File: src/rtl/calculation_unit_divider_core.sv
// Sequential restoring divider for float32 mantissas: one quotient bit per cycle,
// 26 quotient bits (hidden bit plus 25 fractional bits), sticky from the final remainder.
module calculation_unit_divider_core (
  input  logic        clk,
  input  logic        reset_n,
  input  logic        start_valid,
  output logic        start_ready,
  input  logic [7:0]  exponent_a,
  input  logic [7:0]  exponent_b,
  input  logic [23:0] mantissa_a,
  input  logic [23:0] mantissa_b,
  output logic        result_valid,
  input  logic        result_ready,
  output logic [25:0] quotient,
  output logic        sticky,
  output logic [9:0]  exponent_diff,
  output logic        div_by_zero,
  output logic        busy
);

  // state  | meaning
  // IDLE   | waiting for an operand set; start_ready high
  // DIVIDE | one restoring step per cycle, counter 0..25
  // DONE   | result held until result_ready
  localparam logic [1:0] ST_IDLE   = 2'd0;
  localparam logic [1:0] ST_DIVIDE = 2'd1;
  localparam logic [1:0] ST_DONE   = 2'd2;

  logic [1:0]  state_q, state_d;
  logic [4:0]  cnt_q, cnt_d;
  logic [24:0] rem_q, rem_d;
  logic [23:0] div_q, div_d;
  logic [25:0] quot_q, quot_d;
  logic        sticky_q, sticky_d;
  logic [9:0]  expd_q, expd_d;
  logic        dbz_q, dbz_d;

  logic        rem_ge;
  logic [24:0] rem_sub;

  assign rem_ge  = (rem_q >= {1'b0, div_q});
  assign rem_sub = rem_ge ? (rem_q - {1'b0, div_q}) : rem_q;

  always_comb begin
    state_d  = state_q;
    cnt_d    = cnt_q;
    rem_d    = rem_q;
    div_d    = div_q;
    quot_d   = quot_q;
    sticky_d = sticky_q;
    expd_d   = expd_q;
    dbz_d    = dbz_q;
    case (state_q)
      ST_IDLE: begin
        if (start_valid) begin
          state_d  = ST_DIVIDE;
          cnt_d    = 5'd0;
          rem_d    = {1'b0, mantissa_a};
          div_d    = mantissa_b;
          quot_d   = 26'd0;
          sticky_d = 1'b0;
          expd_d   = {{2{exponent_a[7]}}, exponent_a} - {{2{exponent_b[7]}}, exponent_b};
          dbz_d    = (mantissa_b == 24'd0);
        end
      end
      ST_DIVIDE: begin
        quot_d = {quot_q[24:0], rem_ge};
        rem_d  = {rem_sub[23:0], 1'b0};
        cnt_d  = cnt_q + 5'd1;
        if (cnt_q == 5'd25) begin
          state_d  = ST_DONE;
          sticky_d = |rem_d;
          // A zero divisor yields a saturated quotient with the usual latency
          if (dbz_q) begin
            quot_d   = 26'h3FFFFFF;
            sticky_d = 1'b1;
          end
        end
      end
      ST_DONE: begin
        if (result_ready) state_d = ST_IDLE;
      end
      default: state_d = ST_IDLE;
    endcase
  end

  always_ff @(posedge clk or negedge reset_n) begin
    if (!reset_n) begin
      state_q  <= ST_IDLE;
      cnt_q    <= 5'd0;
      rem_q    <= 25'd0;
      div_q    <= 24'd0;
      quot_q   <= 26'd0;
      sticky_q <= 1'b0;
      expd_q   <= 10'd0;
      dbz_q    <= 1'b0;
    end else begin
      state_q  <= state_d;
      cnt_q    <= cnt_d;
      rem_q    <= rem_d;
      div_q    <= div_d;
      quot_q   <= quot_d;
      sticky_q <= sticky_d;
      expd_q   <= expd_d;
      dbz_q    <= dbz_d;
    end
  end

  assign start_ready   = (state_q == ST_IDLE);
  assign result_valid  = (state_q == ST_DONE);
  assign busy          = (state_q != ST_IDLE);
  assign quotient      = quot_q;
  assign sticky        = sticky_q;
  assign exponent_diff = expd_q;
  assign div_by_zero   = dbz_q;

endmodule

File: config.mk
export PLATFORM = sky130hd
export DESIGN_NAME = calculation_unit_divider_core
export DESIGN_NICKNAME = d
export VERILOG_FILES = /design/src/rtl/calculation_unit_divider_core.sv
export SDC_FILE = /design/constraint.sdc
export NUM_CORES = 1
export LEC_CHECK = 0
export BUFFER_PORTS_ARGS = -buffer_cell sky130_fd_sc_hd__buf_4
export CORE_MARGIN = 10
export CORE_UTILIZATION = 40
export DETAILED_ROUTE_END_ITERATION = 6
export GPL_ROUTABILITY_DRIVEN = 1
export HOLD_SLACK_MARGIN = 0.06
export SYNTH_ARGS = -nofsm -noshare
export SYNTH_HDL_FRONTEND = slang
export SYNTH_SLANG_ARGS = --single-unit
File: constraint.sdc
create_clock -name clk -period 2.84 [get_ports clk]
set_input_delay 0.142 -clock clk [delete_from_list [all_inputs] [get_ports clk]]
set_output_delay 0.142 -clock clk [all_outputs]
set_load 0.05 [all_outputs]
==> out/metrics.cfg, run 1 <==
[run_status]
status=finished with violations
violations=negative setup slack

[critical_path]
required_ns=3.07
cp.arrival_ns=3.22
crit_path_start_kind=flip-flop
worstPathMaxFanout=6
cp-end-kind=flip-flop
critPathKind=reg -> reg

[logic_synthesis]
ys.flop_type=dfrtp_1
synth_area_leaders=dfrtp_1 39%, ha_1 7.2%, o21ai_0 6.3%, nor2_1 4.7%, a21oi_1 4.4%
synth_top_area_cell=dfrtp_1
avgSynthCellArea_um2=8.616
synth_cell_types=68
syn_area_um2=5919
yosys.cell_count.top_type=dfrtp_1
synth_top_area_share_pct=39.32
ys_ff_latch=93
synthCells=687
synth_commonest_cells=93 x dfrtp_1, 75 x o21ai_0, 74 x nor2_1, 66 x nand2_1, 52 x a21oi_1
syn_nets=791
ys_warn_count=0
synth_edf_count=0
seq_area_frac_synth_pct=39.32
ys_async_sr_fraction_pct=100.0

[clock_tree]
cts_tree=done
clock_path_buffers=2
clock_sinks=93
clk_latency_ns=0.36
cts_htree_levels=3
numCtsBuffers=9
clk_pin_slew_ns=0.07
root_buffer=clkbuf_16

[layout]
syn2layout_area_growth_pct=42.51
nets=1008
layout-drive-gt1-share_pct=27.09
fin_util_pct=58.04
multi_input_area_um2=3430
final.fill_count=1314
final_area_um2=8436
instances_no_fill=1094
regArea_um2=2328

[global_routing]
track_usage_pct=19.18
grt_overflow=0
antenna_found_initial=2
grt_pass1_vias=6065
grt_max_degree=86
grt_pass1_wl_mm=31.42

[placement]
dpl_cell_area_um2=7386
hpwl_mm=14.00
finalWeightedCongestion=0.9378
portBuffers=108
place_inst=1017

[timing]
clock_skew_ns=0.01123
rsz0062_at_grt=yes
max_slew_margin_pct=21.37
setup_viol=2
fin_setup_tns_ns=-0.2272
hold_violations=0
finalCriticalPeriod_ns=2.998
slew_viol_final=0
worstMarginPinSlew_ns=1.179
fmax_mhz=333.5
fin_crit_sh_pct=105.6
worst_slack_ns=-0.1585

[detailed_routing]
num_vias=5965
avgViaCountPerCell=5.452
drtIter0Drc=330
drc=0
wl_mm=19.43
ant_nets=0
wl_per_cell_um=17.76
first_pass_iters=5

[floorplan]
fp.dieW_um=141.7
die_h_um=141.7
initial_core_util_pct=40.73
die_area_um2=20060
io_pins=109
rows=44
core_area_um2=14530

[flow_run]
maxCapViolCount=0

[worst_hold_path]
hp-class=in -> reg

registers in the layout, summed over array words and instances, names as in the netlist:
register / count
quotient: 26
cnt_q: 5
rem_q: 25
div_q: 24
sticky: 1
div_by_zero: 1
exponent_diff: 9
state_q: 2
placed cells by master, fill, tap and decap left out, types with 11 or more instances in the layout:
cell type,netlist,layout
nor4_1,13,12
buf_4,2,185
ha_1,34,30
a22oi_1,23,23
nand2_1,66,66
a21oi_1,52,50
dlygate4sd3_1,0,50
mux2i_1,18,18
inv_1,46,43
o21ai_0,75,73
nor2_1,74,73
dfrtp_1,93,92
nand4_1,11,11
metal layers:
metal  up-vias  global-route usage, %  routed length [um]
met1      2908                  23.94                8535
met3        20                  4.272                1010
li1       2893                      -                   -
met4         0                  6.832                 301
met5         -                      0                   0
met2       144                  31.77                9581
metrics by stage:
| stage | worst slack [ns] | hold slack (ns) |
|---|---|---|
| final | -0.1585 | 0.08865 |
| after global routing | -0.3240 | 0.1048 |
| after CTS | -0.1574 | 0.08105 |
| after detailed placement | -0.3328 | -0.02306 |
| after global placement | -0.1226 | -0.02664 |
| after floorplan | 0.01615 | -0.1536 |
final cells by class:
type	count	share of cell area [%]
Tap cell	184	2.729
Timing Repair Buffer	241	23.61
Clock buffer	13	3.085
Clock inverter	2	0.2077
Sequential cell	93	27.60
Multi-Input combinational cell	513	40.66
Antenna cell	2	0.05933
Inverter	46	2.047
cells by family after synthesis:
group	count (synthesis)	synth area share, %
buffers and inverters	82	5.601
XOR/XNOR	17	2.515
flip-flops	93	39.32
AO/OA/AOI/OAI	224	24.33
multiplexers	18	3.044
AND/OR/NAND/NOR	217	17.33
adder cells (fa/ha/maj)	36	7.863
final timing paths:
kind / endpoint / slack, ns / start / cells after the start
hold reg to reg: exponent_diff[3]$_DFFE_PN0P_ / 0.48 / exponent_diff[3]$_DFFE_PN0P_ / 2
setup / recovery: sticky$_DFFE_PN0P_ / -0.16 / rem_q[0]$_DFFE_PN0P_ / 12
hold / removal: exponent_diff[0]$_DFFE_PN0P_ / 0.09 / exponent_b[0] / 3
setup reg to reg: sticky$_DFFE_PN0P_ / -0.16 / rem_q[0]$_DFFE_PN0P_ / 12
max in group asynchronous: rem_q[1]$_DFFE_PN0P_ / 1.99 / reset_n / 3
min in group asynchronous: quotient[18]$_DFFE_PN0P_ / 0.15 / reset_n / 2
critical path: stages (launching register included):
cell and delay [ns]:
dfrtp_1 0.39, inv_2 0.09, ha_4 0.13, inv_2 0.03
fa_2 0.35, a21o_1 0.21, a221o_1 0.38, a21o_1 0.22
and2_4 0.17, a221oi_4 0.27, xnor2_2 0.13, o41ai_2 0.35
a41oi_1 0.15
what timing repair did:
item	CTS	global route
endpoints found under the hold margin	142	0
pin swaps	12	5
hold buffers	50	0
cloned	0	2
buffers inserted	4	4
resized for setup	10	23
setup endpoints to repair	8	24
Power of run 1 is left out: the tool's default activity adds up to more than one toggle a clock period on the data nets, which glitch-free logic cannot reach.
==> inputs of run 2 (changes only) <==
- GPL_ROUTABILITY_DRIVEN: 1 -> 0
- clock period: 2.84 -> 2.8 ns (I/O delays scaled with it)
==> run 2 against run 1 <==
  * The flow still finishes with violations (negative setup slack)
  * Core utilization grew 0.19 points
  * Design area grew 0.33%
  * Non-clock buffer count up 4
  * Wire length is 5.1% lower
  * Via count shrank 0.79%
  * Clock skew down 0.0034 ns
  * First-iteration DRC count rose by 13%
  * Global-route usage shrank 0.79 points
  * Fmax up 0.27%
  * Cell count is 0.18% higher
  * Critical path type unchanged
  * Largest cell class unchanged
==> out/metrics.cfg, run 2 (same netlist as run 1, synthesis figures left out) <==
[worst_hold_path]
min_from=exponent_b[0]
hp-class=in -> reg
hold_depth=3  ; unchanged
hold_path_end=exponent_diff[0]$_DFFE_PN0P_

[global_routing]
grt_pass1_wl_mm=30.37  ; -3.3%
grt_max_degree=85  ; -1.2%
grt_pass1_vias=6102  ; +0.61%
antenna_found_initial=0  ; -2
grt_overflow=0  ; unchanged
track_usage_pct=18.39  ; -0.79 points

[critical_path]
r2r-start=rem_q[0]$_DFFE_PN0P_
critPathKind=reg -> reg
required_ns=3.02  ; -0.05 ns
r2r_end=sticky$_DFFE_PN0P_
cp_cell_sequence=inv_2, ha_4, inv_2, fa_2, a21o_1, a221o_2, a21o_1, and2_4, a221oi_4, xnor2_2, o41ai_2, a41oi_1
crit_path_start_kind=flip-flop
cpPeakStageDelay_ns=0.41  ; +0.02 ns
cp_slowest_cell=a221o_2
cp.arrival_ns=3.21  ; about the same
worstPathMaxFanout=6  ; unchanged
worstRegToRegCells=12  ; unchanged
cp-end-kind=flip-flop
r2r_slack_ns=-0.19  ; -0.03 ns

[clock_tree]
cts_tree=done
clk_latency_ns=0.35  ; about the same
numCtsBuffers=9  ; unchanged
cts_htree_levels=3  ; unchanged
root_buffer=clkbuf_16
clock_sinks=93  ; unchanged
clk_pin_slew_ns=0.07  ; about the same
clock_path_buffers=2  ; unchanged

[timing]
worstMarginPinSlew_ns=1.209  ; +0.02983 ns
slew_viol_final=0  ; unchanged
worst_slack_ns=-0.1904  ; -0.03189 ns
max_slew_margin_pct=19.38  ; -2.0 points
fmax_mhz=334.4  ; +0.27%
clock_skew_ns=0.007830  ; -0.003399 ns
rsz0062_at_grt=yes
hold_violations=0  ; unchanged
fin_crit_sh_pct=106.8  ; +1.2 points
worst_hold_slack_ns=0.08177  ; -0.006877 ns
finalCriticalPeriod_ns=2.990  ; -0.008109 ns
setup_viol=3  ; +1

[floorplan]
fp.dieW_um=141.7  ; unchanged
die_area_um2=20060  ; unchanged
die_h_um=141.7  ; unchanged
rows=44  ; unchanged
initial_core_util_pct=40.73  ; unchanged
io_pins=109  ; unchanged
core_area_um2=14530  ; unchanged

[layout]
nets=1011  ; +0.30%
syn2layout_area_growth_pct=42.97
num_antenna_cells=0  ; -2
final_cell_mix=186 x buf_4, 93 x dfrtp_1, 73 x nor2_1, 69 x o21ai_0, 66 x nand2_1
largest_reg_flops=26  ; unchanged
layout-drive-gt1-share_pct=28.07  ; +0.98 points
mostFrequentLayoutCell=buf_4
final_area_um2=8463  ; +0.33%

[run_status]
status=finished with violations
violations=negative setup slack

[detailed_routing]
first_pass_iters=5  ; unchanged
avgViaCountPerCell=5.400  ; -0.97%
num_vias=5918  ; -0.79%
drc=0  ; unchanged
wl_per_cell_um=16.82  ; -5.3%
wl_mm=18.44  ; -5.1%
drtIter0Drc=374  ; +13%
ant_nets=0  ; unchanged

[flow_run]
maxCapViolCount=0  ; unchanged

[placement]
dpl_cell_area_um2=7386  ; unchanged
portBuffers=108  ; unchanged
hpwl_mm=13.58  ; -3.0%

-- run 2: cell types whose count changed in the layout (fill, tap and decap cells not counted), sizes merged --
cell	delta
a21boi	-1
buf	+5
bufinv	+1
clkbuf	-3
clkinv	+1
diode	-2
inv	+1
-- run 2: timing repair --
item	4_1_cts	5_1_grt
pin swaps	5	5
setup buffers	2	11
hold endpoints to repair	142	0
endpoints found under the setup margin	23	24
hold buffers	50	0
resized for setup	12	31
-- run 2: cell type report --
| class | instances | area (um^2) |
|---|---|---|
| inverters | 46 | 172.7 |
| multi-input cells | 512 | 3408 |
| clock buffers | 11 | 252.7 |
| well taps | 184 | 230.2 |
| fillers | 1315 | 6071 |
| repair buffers | 245 | 2007 |
| flip-flops and latches | 93 | 2327 |
| clock inverters | 5 | 65.06 |
-- run 2: per-layer routing --
layer	vias to the layer above	GRT usage [%]	wire, um	share of wire, %
li1	2905	-	-	-
met3	25	5.574	1103	6.0
met5	-	0	0	0
met2	136	31.23	9188	50
met1	2852	21.92	7805	42
met4	0	5.164	342	1.9
-- run 2: worst max path at each step --
stage                    startpoint                  to  slack (ns)
2_1_floorplan  rem_q[0]$_DFFE_PN0P_  sticky$_DFFE_PN0P_       -0.02
3_3_place_gp   rem_q[0]$_DFFE_PN0P_  sticky$_DFFE_PN0P_       -0.22
3_5_place_dp   rem_q[0]$_DFFE_PN0P_  sticky$_DFFE_PN0P_       -0.45
4_1_cts        rem_q[0]$_DFFE_PN0P_  sticky$_DFFE_PN0P_       -0.20
5_1_grt        rem_q[0]$_DFFE_PN0P_  sticky$_DFFE_PN0P_       -0.38
6_report       rem_q[0]$_DFFE_PN0P_  sticky$_DFFE_PN0P_       -0.19
-- run 2: critical path: cells and delay by family, from the launching register on --
kind / cells / cell delay (ns)
DFF: 1 / 0.39
xor gates and xnor gates: 1 / 0.12
buffers and inverters: 2 / 0.11
and+or+nand+nor: 1 / 0.17
AOI/OAI and AO/OA: 6 / 1.54
adders and majority gates: 2 / 0.50
-- run 2: metrics by stage --
| stage | utilization, % | instances | setup TNS (ns) | setup WS [ns] |
|---|---|---|---|---|
| final | 58.23 | 1096 | -0.4071 | -0.1904 |
| after global routing | 58.23 | 1096 | -2.484 | -0.3797 |
| after CTS | 56.87 | 1085 | -0.2779 | -0.1959 |
| after global placement | 50.82 | 1017 | -1.018 | -0.2172 |
| after detailed placement | 50.82 | 1017 | -2.127 | -0.4528 |
| after floorplan | - | 687 | -0.01561 | -0.01561 |
Power of run 2 is left out for the same reason.
==> inputs of run 3 (changes only) <==
- GPL_TIMING_DRIVEN: default -> 0
==> run 3 against run 2 <==
  * The run still ends with negative setup slack left
  * Wire length grew 3.4%
  * Setup slack lost 0.18 ns
  * Critical path depth grew 1
  * Worst hold slack lost 0.064 ns
  * First-iteration DRC count grew 28%
  * Cell count shrank 2.9%
  * Register-to-register slack lost 0.18 ns
==> out/metrics.cfg, run 3 (same netlist as run 1, synthesis figures left out) <==
[critical_path]
crit_path_start_kind=flip-flop
required_ns=3.03  ; about the same
worstRegToRegCells=13  ; +1
r2r_slack_ns=-0.37  ; -0.18 ns
r2r_end=sticky$_DFFE_PN0P_
cpPeakStageDelay_ns=0.41  ; about the same
crit_top_cell=inv_2
cp-endpoint=sticky$_DFFE_PN0P_
cp.arrival_ns=3.40  ; +0.19 ns
cp_slowest_cell=dfrtp_1
cp-end-kind=flip-flop
cp_cell_sequence=inv_2, ha_4, inv_2, fa_2, a21o_1, a221o_2, buf_4, a2111oi_4, a211oi_1, a21oi_1, nand4bb_1, o41ai_2, a41oi_1
worstPathMaxFanout=4  ; -2
critPathLaunch=rem_q[0]$_DFFE_PN0P_
r2r-start=rem_q[0]$_DFFE_PN0P_
critPathKind=reg -> reg

[timing]
worst_slack_ns=-0.3684  ; -0.1780 ns
fin_crit_sh_pct=113.2  ; +6.4 points
rsz0062_at_grt=yes
setup_viol=2  ; -1
clock_skew_ns=0.009743  ; +0.001913 ns
worst_hold_slack_ns=0.01727  ; -0.06450 ns
worstMarginPinSlew_ns=1.180  ; -0.02922 ns
finalCriticalPeriod_ns=3.168  ; +0.1780 ns
slew_viol_final=0  ; unchanged
max_slew_margin_pct=21.33  ; +1.9 points
fmax_mhz=315.6  ; -5.6%
hold_violations=0  ; unchanged

[layout]
layout-drive-gt1-share_pct=23.86  ; -4.2 points
instances_no_fill=1064  ; -2.9%
mostFrequentLayoutCell=buf_4
syn2layout_area_growth_pct=38.49
num_antenna_cells=0  ; unchanged
nets=979  ; -3.2%
fin_util_pct=56.41  ; -1.8 points
final.fill_count=1364  ; +3.7%
largest_reg_flops=26  ; unchanged
final_cell_mix=131 x buf_4, 91 x dfrtp_1, 74 x nor2_1, 68 x o21ai_0, 65 x nand2_1

[global_routing]
track_usage_pct=19.06  ; +0.67 points
grt_pass1_vias=6049  ; -0.87%
grt_pass1_wl_mm=31.22  ; +2.8%
grt_max_degree=94  ; +11%
grt_overflow=0  ; unchanged
antenna_found_initial=0  ; unchanged

[floorplan]
die_h_um=141.7  ; unchanged
fp.dieW_um=141.7  ; unchanged
rows=44  ; unchanged
initial_core_util_pct=40.73  ; unchanged
die_area_um2=20060  ; unchanged
core_area_um2=14530  ; unchanged
io_pins=109  ; unchanged

[clock_tree]
root_buffer=clkbuf_16
clk_pin_slew_ns=0.07  ; about the same
numCtsBuffers=9  ; unchanged
clock_path_buffers=2  ; unchanged
clk_latency_ns=0.36  ; about the same
clock_sinks=93  ; unchanged
cts_htree_levels=3  ; unchanged
cts_tree=done

[flow_run]
maxCapViolCount=0  ; unchanged

[detailed_routing]
ant_nets=0  ; unchanged
wl_mm=19.07  ; +3.4%
wl_per_cell_um=17.92  ; +6.5%
drtIter0Drc=477  ; +28%
avgViaCountPerCell=5.540  ; +2.6%
drc=0  ; unchanged
num_vias=5895  ; -0.39%
first_pass_iters=5  ; unchanged

[run_status]
status=finished with violations
violations=negative setup slack

[placement]
hpwl_mm=14.11  ; +3.9%
portBuffers=108  ; unchanged
place_inst=979  ; -3.7%
dpl_worst_slack_ns=-0.5151  ; -0.06230 ns

[worst_hold_path]
hp-class=in -> async

run 3: timing repair:
action	in CTS	in global routing
endpoints found under the hold margin	48	0
resized for setup	42	27
hold buffers	48	0
pin swaps	20	5
cloned	0	0
endpoints found under the setup margin	26	26
setup buffers	18	3
run 3: layer usage:
metal | wire (um) | global-route usage, %
met2 | 9129 | 30.70
met4 | 499 | 7.370
met1 | 8207 | 23.83
met5 | 0 | 0
met3 | 1234 | 5.007
run 3: worst min path at each step:
stage / startpoint / to / slack [ns] / cells past startpoint
global route: exponent_b[0] / exponent_diff[0]$_DFFE_PN0P_ / 0.10 / 3
detailed placement: result_ready / state_q[1]$_DFFE_PN0P_ / 0.34 / 2
global placement: result_ready / state_q[1]$_DFFE_PN0P_ / 0.34 / 2
CTS: reset_n / quotient[24]$_DFFE_PN0P_ / 0.07 / 1
finish: reset_n / quotient[23]$_DFFE_PN0P_ / 0.02 / 1
floorplan: reset_n / cnt_q[0]$_DFFE_PN0P_ / -0.16 / 0
run 3: layout make-up:
type	count	area (um^2)	area share (%)
clock inverter	5	63.81	0.7784
clock buffer	11	252.7	3.083
inverter	46	172.7	2.106
buffer	36	203.9	2.488
multi-input combinational	512	3492	42.60
tap	184	230.2	2.808
sequential	93	2330	28.42
timing repair buffer	177	1453	17.72
run 3: through the flow:
step	area (um^2)	setup TNS (ns)
after global routing	8198	-0.8118
after global placement	6963	-7.944
final	8198	-0.4451
after CTS	8066	-0.3535
after detailed placement	6963	-8.238
after floorplan	5922	-0.01561
run 3: worst max-delay path: cells and delay by family, from the launching register on:
family	cells	cell delay, ns
DFF	1	0.41
buffers and inverters	3	0.29
AOI/OAI and AO/OA	7	1.69
and+or+nand+nor	1	0.18
adders and majority gates	2	0.46
Power of run 3 is left out for the same reason.
